**config.mk**
```make
export PLATFORM = sky130hd
export DESIGN_NAME = hold_led
export DESIGN_NICKNAME = d
export VERILOG_FILES = /design/src/rtl/hold_led_pkg.sv /design/src/rtl/hold_led_counter.sv /design/src/rtl/hold_led.sv
export SDC_FILE = /design/constraint.sdc
export NUM_CORES = 1
export LEC_CHECK = 0
export BUFFER_PORTS_ARGS = -buffer_cell sky130_fd_sc_hd__buf_2
export CORE_AREA = 2 2 39 41
export CTS_CLUSTER_SIZE = 12
export DETAILED_ROUTE_END_ITERATION = 12
export DIE_AREA = 0 0 41 43
export RECOVER_POWER = 50
export SYNTH_ARGS = -nofsm -noshare
export SYNTH_HDL_FRONTEND = slang
export SYNTH_SLANG_ARGS = --single-unit
```
**constraint.sdc**
```tcl
create_clock -name clk -period 2.25 [get_ports clk]
set_input_delay 0.45 -clock clk [delete_from_list [all_inputs] [get_ports clk]]
set_output_delay 0.45 -clock clk [all_outputs]
set_load 0.02 [all_outputs]
```
**src/rtl/hold_led_pkg.sv**
```systemverilog
// Shared types for the LED hold timer and the PIN FSM indicator path.
package hold_led_pkg;

    typedef enum logic [1:0] {
        ARM  = 2'b00,
        HOLD = 2'b01,
        DONE = 2'b10
    } hold_state_t;

    // Counter width for a hold of c cycles; kept at least 1 bit so a bad CYCLE still elaborates to its $error.
    function automatic int unsigned cnt_width(input int unsigned c);
        return (c < 1) ? 1 : $clog2(c + 1);
    endfunction

endpackage

```
**src/rtl/hold_led_counter.sv**
```systemverilog
// CYCLE-bounded up-counter; saturates at CYCLE and flags it on term_o.
module hold_counter
    import hold_led_pkg::*;
#(
    parameter int unsigned CYCLE = 10
) (
    input  logic clk,
    input  logic rst_n,
    input  logic clear_i,
    input  logic enable_i,
    output logic term_o
);

    localparam int unsigned W = cnt_width(CYCLE);
    localparam logic [W-1:0] CYCLE_W = W'(CYCLE);

    logic [W-1:0] cnt_q, cnt_d;

    always_comb begin
        cnt_d = cnt_q;
        if (clear_i)
            cnt_d = '0;
        else if (enable_i && (cnt_q < CYCLE_W))
            cnt_d = cnt_q + W'(1);
    end

    always_ff @(posedge clk or negedge rst_n) begin
        if (!rst_n) cnt_q <= '0;
        else        cnt_q <= cnt_d;
    end

    assign term_o = (cnt_q == CYCLE_W);

endmodule

```
**src/rtl/hold_led.sv**
```systemverilog
// One-shot LED hold timer: LED high for CYCLE clocks after reset release, then low until next reset.
module hold_led
    import hold_led_pkg::*;
#(
    parameter int unsigned CYCLE = 10
) (
    input  logic clk,
    input  logic reset,
    output logic LED
);

    if (CYCLE < 1 || CYCLE > 65535) begin : g_bad_cycle
        $error("hold_led: CYCLE=%0d outside legal range 1..65535", CYCLE);
    end

    hold_state_t state_q, state_d;
    logic        led_q, led_d;
    logic        cnt_clr, cnt_en, cnt_term;

    hold_counter #(.CYCLE(CYCLE)) u_cnt (
        .clk      (clk),
        .rst_n    (reset),
        .clear_i  (cnt_clr),
        .enable_i (cnt_en),
        .term_o   (cnt_term)
    );

    always_comb begin
        state_d = state_q;
        led_d   = 1'b0;
        cnt_en  = 1'b0;
        cnt_clr = 1'b0;
        case (state_q)
            ARM: begin
                state_d = HOLD;
                led_d   = 1'b1;
                cnt_en  = 1'b1;
            end
            HOLD: begin
                if (cnt_term) begin
                    state_d = DONE;
                end else begin
                    led_d  = 1'b1;
                    cnt_en = 1'b1;
                end
            end
            DONE: state_d = DONE;
            // Unused encoding: park in the terminal state with the LED off.
            default: begin
                state_d = DONE;
                cnt_clr = 1'b1;
            end
        endcase
    end

    always_ff @(posedge clk or negedge reset) begin
        if (!reset) begin
            state_q <= ARM;
            led_q   <= 1'b0;
        end else begin
            state_q <= state_d;
            led_q   <= led_d;
        end
    end

    assign LED = led_q;

endmodule

```
==> reports/qor.yml, run 1 <==
die:
  die_y_microns: 43
  die_w_microns: 41
  ios: 3
  dieArea_sq_um: 1760
  core_sq_um: 1380
  num_rows: 14
  initial_utilization_pct: 25.3
grt:
  grt_pass1_vias: 260
  grt_max_degree: 9
  overflow: 0
  grt_first_pass_wirelength_microns: 1080
  grt.total_usage_pct: 9.98
  antenna_found_initial: 0
sta:
  finalSetupTns_ns: 0
  worst_pin_slew_ns: 0.381
  period_needed_ns: 1.42
  rsz0062_at_grt: "no"
  worst_slack_ns: 0.831
  final_max_slew_viol_count: 0
  finalSetupViolations: 0
  slew_headroom_pct: 74.6
  fin_crit_sh_pct: 63.1
  fmax_mhz: 705
  skew_ns: 0.00212
  hold_viol: 0
clock_network:
  h-tree-depth: 1
  clkSinkCount: 7
  cts_tree: "built"
  post_cts_buffers: 0
  path_clk_slew_ns: 0.05
  holdBufCountCts: 0
  cts_root_buf: "clkbuf_4"
  cts_buffers: 3
  clk_path_buf_depth: 2
  post_cts_resized: 0
  insertion_delay_ns: 0.25
power_and_ir_drop:
  seqPwrFrac_pct: 52.4
  power.internal_uw: 194
  switchingPower_uw: 46.6
  ir_worst_vdd_mv: 0.171
  cellPowerDensity_nw_per_um2: 593
  pwr-share-comb_pct: 1.1
  power_frac_clock_pct: 46.5
  sw_frac_of_total_pct: 19.4
  leakage_nw: 0.171
yosys:
  synth_cell_type_count: 16
  syn_inst: 32
  synth_area_per_cell_sq_um: 10.9
  ys_seq_area_share_pct: 50.0
  synth_nets: 36
  synthesis.area_sq_um: 350
  synth_warnings: 0
  synth_seq_cells: 7
setup_path:
  startpoint_type: "flop"
  end_kind: "flop"
  r2r_cells: 5
  critPathLaunch: "u_cnt.cnt_q[0]$_DFFE_PN0P_"
  cp.required_ns: 2.41
  slowest_delay_ns: 0.44
  r2r_setup_slack_ns: 0.83
  rr_startpoint: "u_cnt.cnt_q[0]$_DFFE_PN0P_"
  crit_chain: "inv_1, ha_1, a211oi_2, nor3_1, o31ai_2"
  cp_num_buf_inv: 1
  cp_max_fo: 6
  crit_path_top_delay_cell: "dfrtp_1"
  crit_family: "compound AO/OA/AOI/OAI gates"
  critPathKind: "flop to flop"
  crit_arrival_ns: 1.58
  r2r-end: "u_cnt.cnt_q[0]$_DFFE_PN0P_"
final_layout:
  antenna_cells: 0
  drive_gt1_share_pct: 21.1
  syn2layout_area_growth_pct: 15.7
  nNetsFinal: 43
drt:
  vias: 275
  routed_wl_microns: 648
  vias_per_cell: 5.09
  dr.pass1.iters: 2
  dr.first_iter.drc_count: 4
  post-route-drc-count: 0
  ant_nets: 0
  wire_per_inst_microns: 12.0
placed_design:
  post-dp-hpwl_microns: 456
  place_ws_ns: 0.860
  routabilityCongestion: 0.638
  port_buffers: 2
hold_path:
  min_path_type: "primary input to asynchronous set/reset pin"
run_status:
  status: "completed"
run:
  cap_viol_max_count: 0
[synthesized netlist by cell type]
cell type | instances | area share, %
a211oi_2 | 1 | 3.6
a31o_2 | 1 | 2.5
a31oi_1 | 1 | 1.8
a41oi_1 | 2 | 5.0
dfrtp_1 | 7 | 50
ha_1 | 2 | 7.1
inv_1 | 4 | 4.3
nand2_1 | 2 | 2.1
nor2_1 | 1 | 1.1
nor2b_1 | 2 | 3.6
nor3_1 | 2 | 2.9
o21a_1 | 1 | 2.1
o21ai_1 | 2 | 2.9
o21bai_1 | 1 | 2.1
o22ai_1 | 1 | 1.8
o31ai_2 | 2 | 7.1
[power by group through the flow]
stage	Combinational (mW)	Sequential, mW	Clock (mW)
after CTS	0.00332	0.126	0.118
after floorplan	0.0000000667	0.128	0
after detailed placement	0.00332	0.128	0
final	0.00272	0.126	0.112
after global placement	0.00318	0.128	0
after global routing	0.00339	0.126	0.125
[worst register-to-register path: stages (launching register included)]
cell and delay, ns:
dfrtp_1 0.44, inv_1 0.07, ha_1 0.23, a211oi_2 0.32, nor3_1 0.10, o31ai_2 0.18
[sequential cells by signal (all words and copies together) (netlist names)]
name,cells
LED,1
u_cnt.cnt_q,4
state_q,2
[cells by family (layout without fill, tap and decap cells)]
family | after synthesis | after routing | synth area share, %
adders and majority gates | 2 | 2 | 7.14
and+or+nand+nor | 7 | 7 | 9.64
DFF | 7 | 7 | 50.0
buffers and inverters | 4 | 10 | 4.28
AOI/OAI and AO/OA | 12 | 12 | 28.9
[area by class of cell]
class                           instances  area, sq um
Fill cell                             147          978
Multi-Input combinational cell         21          160
Tap cell                               16         20.0
Clock buffer                            4         26.3
Inverter                                4         15.0
Timing Repair Buffer                    2         8.76
Sequential cell                         7          175
[worst max path at each step]
stage / endpoint / slack [ns] / cells after the start
CTS: u_cnt.cnt_q[0]$_DFFE_PN0P_ / 0.84 / 5
finish: u_cnt.cnt_q[0]$_DFFE_PN0P_ / 0.83 / 5
global placement: u_cnt.cnt_q[0]$_DFFE_PN0P_ / 0.88 / 5
global route: u_cnt.cnt_q[0]$_DFFE_PN0P_ / 0.67 / 5
floorplan: u_cnt.cnt_q[0]$_DFFE_PN0P_ / 0.99 / 5
detailed placement: u_cnt.cnt_q[0]$_DFFE_PN0P_ / 0.86 / 5
[per-stage QoR]
step,hold WS [ns],instances,total power [mW],area (sq um),util [%]
final,0.0901,54,0.241,405,29.3
after global routing,0.116,54,0.255,405,29.3
after CTS,0.0239,54,0.247,407,29.4
after detailed placement,0.295,50,0.132,380,27.5
after global placement,0.291,50,0.131,380,27.5
after floorplan,0.154,32,0.128,350,-
[layer usage]
layer | share of wire (%) | wire length (microns) | GRT usage (%) | vias up
met2 | 48 | 312 | 13.4 | 5
met5 | 0 | 0 | 0 | -
met3 | 2.8 | 18 | 3.14 | 4
met4 | 6.5 | 42 | 12.0 | 0
met1 | 42 | 275 | 10.4 | 134
li1 | - | - | - | 132
[cell usage in the layout (no fill, tap or decap), types with 2 or more instances in the layout]
cell	Yosys	final
dfrtp_1	7	7
inv_1	4	4
clkbuf_4	0	3
a41oi_1	2	2
nor3_1	2	2
nor2b_1	2	2
nand2_1	2	2
o31ai_2	2	2
o21ai_1	2	2
ha_1	2	2
clkbuf_1	0	2
Power figures use the tool's default switching activity.
==> run 2: changes to the inputs <==
--- a/config.mk
+++ b/config.mk
@@ -5,6 +5,7 @@
 export SDC_FILE = /design/constraint.sdc
 export NUM_CORES = 1
 export LEC_CHECK = 0
+export ABC_AREA = 1
 export BUFFER_PORTS_ARGS = -buffer_cell sky130_fd_sc_hd__buf_2
 export CORE_AREA = 2 2 39 41
 export CTS_CLUSTER_SIZE = 12
==> constraint.sdc (replaced) <==
create_clock -name clk -period 1.4 [get_ports clk]
set_input_delay 0.28 -clock clk [delete_from_list [all_inputs] [get_ports clk]]
set_output_delay 0.28 -clock clk [all_outputs]
set_load 0.02 [all_outputs]
==> reports/qor.yml, run 2 <==
final_layout:
  fin_cells: 69
  top_register: "u_cnt.cnt_q"
  nNetsFinal: 58
  drive_gt1_share_pct: 18.9
  final_common_cell: "nand2_1"
  syn2layout_area_growth_pct: 20.5
  antenna_cells: 0
  final_cell_mix: "13 x nand2_1, 7 x dfrtp_1, 6 x inv_1, 6 x nand3_1, 3 x clkbuf_4"
  largest_reg_flops: 4
yosys:
  synthTopCellsByArea: "dfrtp_1 49%, nand2_1 14%, nand3_1 8.3%, ha_1 6.9%, inv_1 6.3%"
  yosysMostFrequentCell: "nand2_1"
  synth_ff_type: "dfrtp_1"
  synth_nets: 49
  synth_area_per_cell_sq_um: 8.01
  syn_inst: 45
  synth_seq_cells: 7
  ys_async_sr_fraction_pct: 100
  synth_warnings: 0
  yosysTopAreaCellShare_pct: 48.6
  synth_cell_type_count: 13
  synth_common_cells: "13 x nand2_1, 7 x dfrtp_1, 6 x inv_1, 6 x nand3_1"
  synth_area_leader_cell: "dfrtp_1"
  synthesis.area_sq_um: 360
  synth_edf_count: 0
  ys_seq_area_share_pct: 48.6
clock_network:
  post_cts_resized: 0
  cts_tree: "built"
  cts_buffers: 3
  insertion_delay_ns: 0.26
  clk_path_buf_depth: 2
  path_clk_slew_ns: 0.06
  clkSinkCount: 7
  cts_root_buf: "clkbuf_4"
  h-tree-depth: 1
drt:
  post-route-drc-count: 0
  vias_per_cell: 4.32
  routed_wl_microns: 606
  dr.pass1.iters: 2
  ant_nets: 0
  vias: 298
  dr.first_iter.drc_count: 3
  wire_per_inst_microns: 8.78
die:
  core_sq_um: 1380
  die_y_microns: 43
  ios: 3
  initial_utilization_pct: 26.0
  dieArea_sq_um: 1760
  die_w_microns: 41
  num_rows: 14
sta:
  finalSetupTns_ns: 0
  hold_viol: 0
  skew_ns: 0.00461
  fin_hold_ws_ns: 0.444
  rsz0062_at_grt: "no"
  slew_headroom_pct: 74.8
  finalSetupViolations: 0
  period_needed_ns: 1.26
  final_max_slew_viol_count: 0
  fmax_mhz: 793
  worst_pin_slew_ns: 0.377
  fin_crit_sh_pct: 90.0
setup_path:
  cp_max_fo: 4
  end_kind: "flop"
  startpoint_type: "flop"
  r2r_cells: 6
  rr_startpoint: "u_cnt.cnt_q[0]$_DFFE_PN0P_"
  critPathKind: "flop to flop"
  critPathLaunch: "u_cnt.cnt_q[0]$_DFFE_PN0P_"
  cp.required_ns: 1.59
  crit_arrival_ns: 1.45
  r2r_setup_slack_ns: 0.14
grt:
  overflow: 0
  grt_max_degree: 8
  antenna_found_initial: 0
  grt_first_pass_wirelength_microns: 1010
  grt_pass1_vias: 276
  grt.total_usage_pct: 9.04
placed_design:
  routabilityCongestion: 0.776
  dp.cells: 63
  port_buffers: 2
  post-dp-hpwl_microns: 445
hold_path:
  min_path_type: "primary input to asynchronous set/reset pin"
power_and_ir_drop:
  cellPowerDensity_nw_per_um2: 916
  ir_worst_vdd_mv: 0.519
  leakage_nw: 0.245
run_status:
  status: "completed"
run:
  cap_viol_max_count: 0
[run 2: cell types whose count changed in the layout (fill, tap and decap cells not counted), moves of 2 or more]
cell and change:
a21oi_1 +2, nand2_1 +11, nor3_1 -2, nand3_1 +6
a41oi_1 -2, o31ai_2 -2, inv_1 +2, inv_2 +2
nor2b_1 -2
[run 2: power breakdown]
group	switching, mW	internal, mW
clock	0.0842	0.105
combinational	0.00407	0.00242
sequential	0	0.202
[run 2: stage by stage]
stage | total power, mW | instance area [sq um] | setup slack (ns) | utilization [%]
3_3_place_gp | 0.211 | 390 | 0.143 | 28.2
5_1_grt | 0.413 | 434 | 0.0607 | 31.4
2_1_floorplan | 0.206 | 360 | 0.267 | -
6_report | 0.398 | 434 | 0.140 | 31.4
4_1_cts | 0.403 | 428 | 0.127 | 30.9
3_5_place_dp | 0.211 | 390 | 0.142 | 28.2
[run 2: worst max-delay path, cell delays in order (launching register included)]
cell and delay [ns]:
dfrtp_1 0.38, buf_4 0.15, ha_1 0.19, or2_0 0.21
a21oi_1 0.13, nand2_1 0.07, nand2_1 0.05
[run 2: worst paths after layout]
kind / end
max: u_cnt.cnt_q[2]$_DFFE_PN0P_
min: u_cnt.cnt_q[1]$_DFFE_PN0P_
max reg2reg: u_cnt.cnt_q[2]$_DFFE_PN0P_
min reg2reg: state_q[1]$_DFFE_PN0P_
max in group asynchronous: u_cnt.cnt_q[2]$_DFFE_PN0P_
min in group clk: state_q[1]$_DFFE_PN0P_
[run 2: area by class of cell]
type | instances | area (sq um)
Clock buffer | 3 | 22.5
Clock inverter | 1 | 5.00
Fill cell | 140 | 950
Multi-Input combinational cell | 30 | 155
Inverter | 8 | 30.0
Timing Repair Buffer | 4 | 26.3
Tap cell | 16 | 20.0
Sequential cell | 7 | 175
[run 2: kinds of logic (layout without fill, tap and decap cells)]
family	after synthesis	after routing	synth area share (%)
flip-flops	7	7	48.6
AO/OA/AOI/OAI	3	3	4.17
AND/OR/NAND/NOR	25	25	31.9
adder cells (fa/ha/maj)	2	2	6.94
buffers and inverters	8	16	8.33
[run 2: what timing repair did]
| action | in CTS | in global routing |
|---|---|---|
| endpoints found under the hold margin | 7 | 0 |
| buffers inserted | 0 | 1 |
| endpoints found under the setup margin | 0 | 1 |
| hold buffers | 1 | 0 |
[run 2: metal layers]
metal | part of all wire (%) | up-vias | GRT usage [%]
li1 | - | 159 | -
met1 | 48 | 133 | 9.36
met2 | 47 | 3 | 13.4
met3 | 0.83 | 3 | 1.57
met4 | 3.5 | 0 | 10.0
met5 | 0 | - | 0
==> run 3: changes to the inputs <==
==> constraint.sdc (replaced) <==
create_clock -name clk -period 1.25 [get_ports clk]
set_input_delay 0.25 -clock clk [delete_from_list [all_inputs] [get_ports clk]]
set_output_delay 0.25 -clock clk [all_outputs]
set_load 0.02 [all_outputs]
==> reports/qor.yml, run 3 (synthesized netlist as in run 2, its figures left out) <==
final_layout:
  num-fill-cells: 140
  antenna_cells: 0
  nNetsFinal: 60
  top_register: "u_cnt.cnt_q"
  final_common_cell: "nand2_1"
  drive_gt1_share_pct: 38.2
  fin_cells: 71
  final_core_util_pct: 35.8
  final_cell_mix: "9 x nand2_1, 6 x dfrtp_1, 5 x inv_1, 5 x nand3_1, 4 x nand2_2"
  multi_input_area_sq_um: 201
  regArea_sq_um: 176
  syn2layout_area_growth_pct: 37.5
  largest_reg_flops: 4
setup_path:
  r2r-end: "u_cnt.cnt_q[3]$_DFFE_PN0P_"
  crit_arrival_ns: 1.34
  end_kind: "flop"
  cp.required_ns: 1.38
  r2r_cells: 9
  rr_startpoint: "u_cnt.cnt_q[0]$_DFFE_PN0P_"
  startpoint_type: "flop"
  critPathKind: "flop to flop"
  r2r_setup_slack_ns: 0.05
  cp_max_fo: 5
placed_design:
  place_ws_ns: 0.0181
  dp.cells: 64
  port_buffers: 2
  routabilityCongestion: 0.789
  post-dp-hpwl_microns: 484
sta:
  worst_slack_ns: 0.0478
  fin_crit_sh_pct: 96.2
  fin_hold_ws_ns: 0.462
  period_needed_ns: 1.20
  skew_ns: 0.00693
  hold_viol: 0
  finalSetupViolations: 0
  worst_pin_slew_ns: 0.387
  slew_headroom_pct: 74.2
  fmax_mhz: 832
  rsz0062_at_grt: "yes"
  final_max_slew_viol_count: 0
grt:
  grt_pass1_vias: 294
  overflow: 0
  grt_first_pass_wirelength_microns: 1170
  antenna_found_initial: 0
  grt.total_usage_pct: 10.4
  grt_max_degree: 8
power_and_ir_drop:
  ir_worst_vdd_mv: 0.655
  leakage_nw: 0.254
  cellPowerDensity_nw_per_um2: 888
run_status:
  status: "completed"
die:
  dieArea_sq_um: 1760
  ios: 3
  die_y_microns: 43
  core_sq_um: 1380
  num_rows: 14
  initial_utilization_pct: 26.0
  die_w_microns: 41
clock_network:
  insertion_delay_ns: 0.25
  cts_root_buf: "clkbuf_4"
  path_clk_slew_ns: 0.06
  clkSinkCount: 7
  clk_path_buf_depth: 2
  h-tree-depth: 1
  cts_tree: "built"
  cts_buffers: 3
drt:
  ant_nets: 0
  vias: 307
  wire_per_inst_microns: 11.1
  vias_per_cell: 4.32
  post-route-drc-count: 0
  routed_wl_microns: 789
  dr.first_iter.drc_count: 9
  dr.pass1.iters: 4
run:
  cap_viol_max_count: 0
hold_path:
  min_path_type: "primary input to asynchronous set/reset pin"
run 3: cell type report:
| class | count | area share (%) |
|---|---|---|
| inverters | 8 | 6.06 |
| clock buffers | 4 | 5.30 |
| repair buffers | 6 | 8.33 |
| well taps | 16 | 4.04 |
| multi-input cells | 30 | 40.7 |
| flip-flops and latches | 7 | 35.6 |
run 3: worst max-delay path, stage by stage (launching register included):
cell,delay (ns)
dfrtp_1,0.42
inv_2,0.10
ha_4,0.12
nand2_2,0.05
inv_2,0.05
nand2_2,0.06
nand3_4,0.10
nand2_4,0.07
nand2_2,0.07
nand2_1,0.05
run 3: where the power goes:
part	internal [mW]	total (mW)	switching, mW
Sequential	0.227	0.227	0
Clock	0.122	0.205	0.0835
Combinational	0.00274	0.00786	0.00512
Total	0.351	0.440	0.0887
run 3: metrics by stage:
step | setup TNS [ns] | cell area [sq um] | power, mW
finish | 0 | 495 | 0.440
global route | -0.0828 | 495 | 0.456
CTS | 0 | 434 | 0.446
detailed placement | 0 | 398 | 0.236
global placement | 0 | 398 | 0.236
floorplan | 0 | 360 | 0.231
run 3: how the worst max path moves through the flow:
stage / start / endpoint / slack [ns]
floorplan: u_cnt.cnt_q[0]$_DFFE_PN0P_ / u_cnt.cnt_q[1]$_DFFE_PN0P_ / 0.12
global placement: u_cnt.cnt_q[0]$_DFFE_PN0P_ / u_cnt.cnt_q[2]$_DFFE_PN0P_ / 0.02
detailed placement: u_cnt.cnt_q[0]$_DFFE_PN0P_ / u_cnt.cnt_q[3]$_DFFE_PN0P_ / 0.02
CTS: u_cnt.cnt_q[0]$_DFFE_PN0P_ / u_cnt.cnt_q[3]$_DFFE_PN0P_ / 0.003
global route: u_cnt.cnt_q[0]$_DFFE_PN0P_ / u_cnt.cnt_q[3]$_DFFE_PN0P_ / -0.03
finish: u_cnt.cnt_q[0]$_DFFE_PN0P_ / u_cnt.cnt_q[3]$_DFFE_PN0P_ / 0.05
run 3: what timing repair did:
action / in CTS / in global routing
hold buffers: 1 / 0
gates cloned: 0 / 0
gates resized for setup: 1 / 13
setup buffers: 0 / 2
hold endpoints to repair: 7 / 0
setup endpoints to repair: 1 / 4
pin swaps: 1 / 3
run 3: routing by layer:
| metal | GRT usage [%] | vias up | routed length, microns |
|---|---|---|---|
| met2 | 15.0 | 5 | 435 |
| met1 | 12.2 | 142 | 328 |
| met4 | 4.00 | 0 | 0 |
| met3 | 6.28 | 0 | 26 |
| li1 | - | 160 | - |
| met5 | 0 | - | 0 |
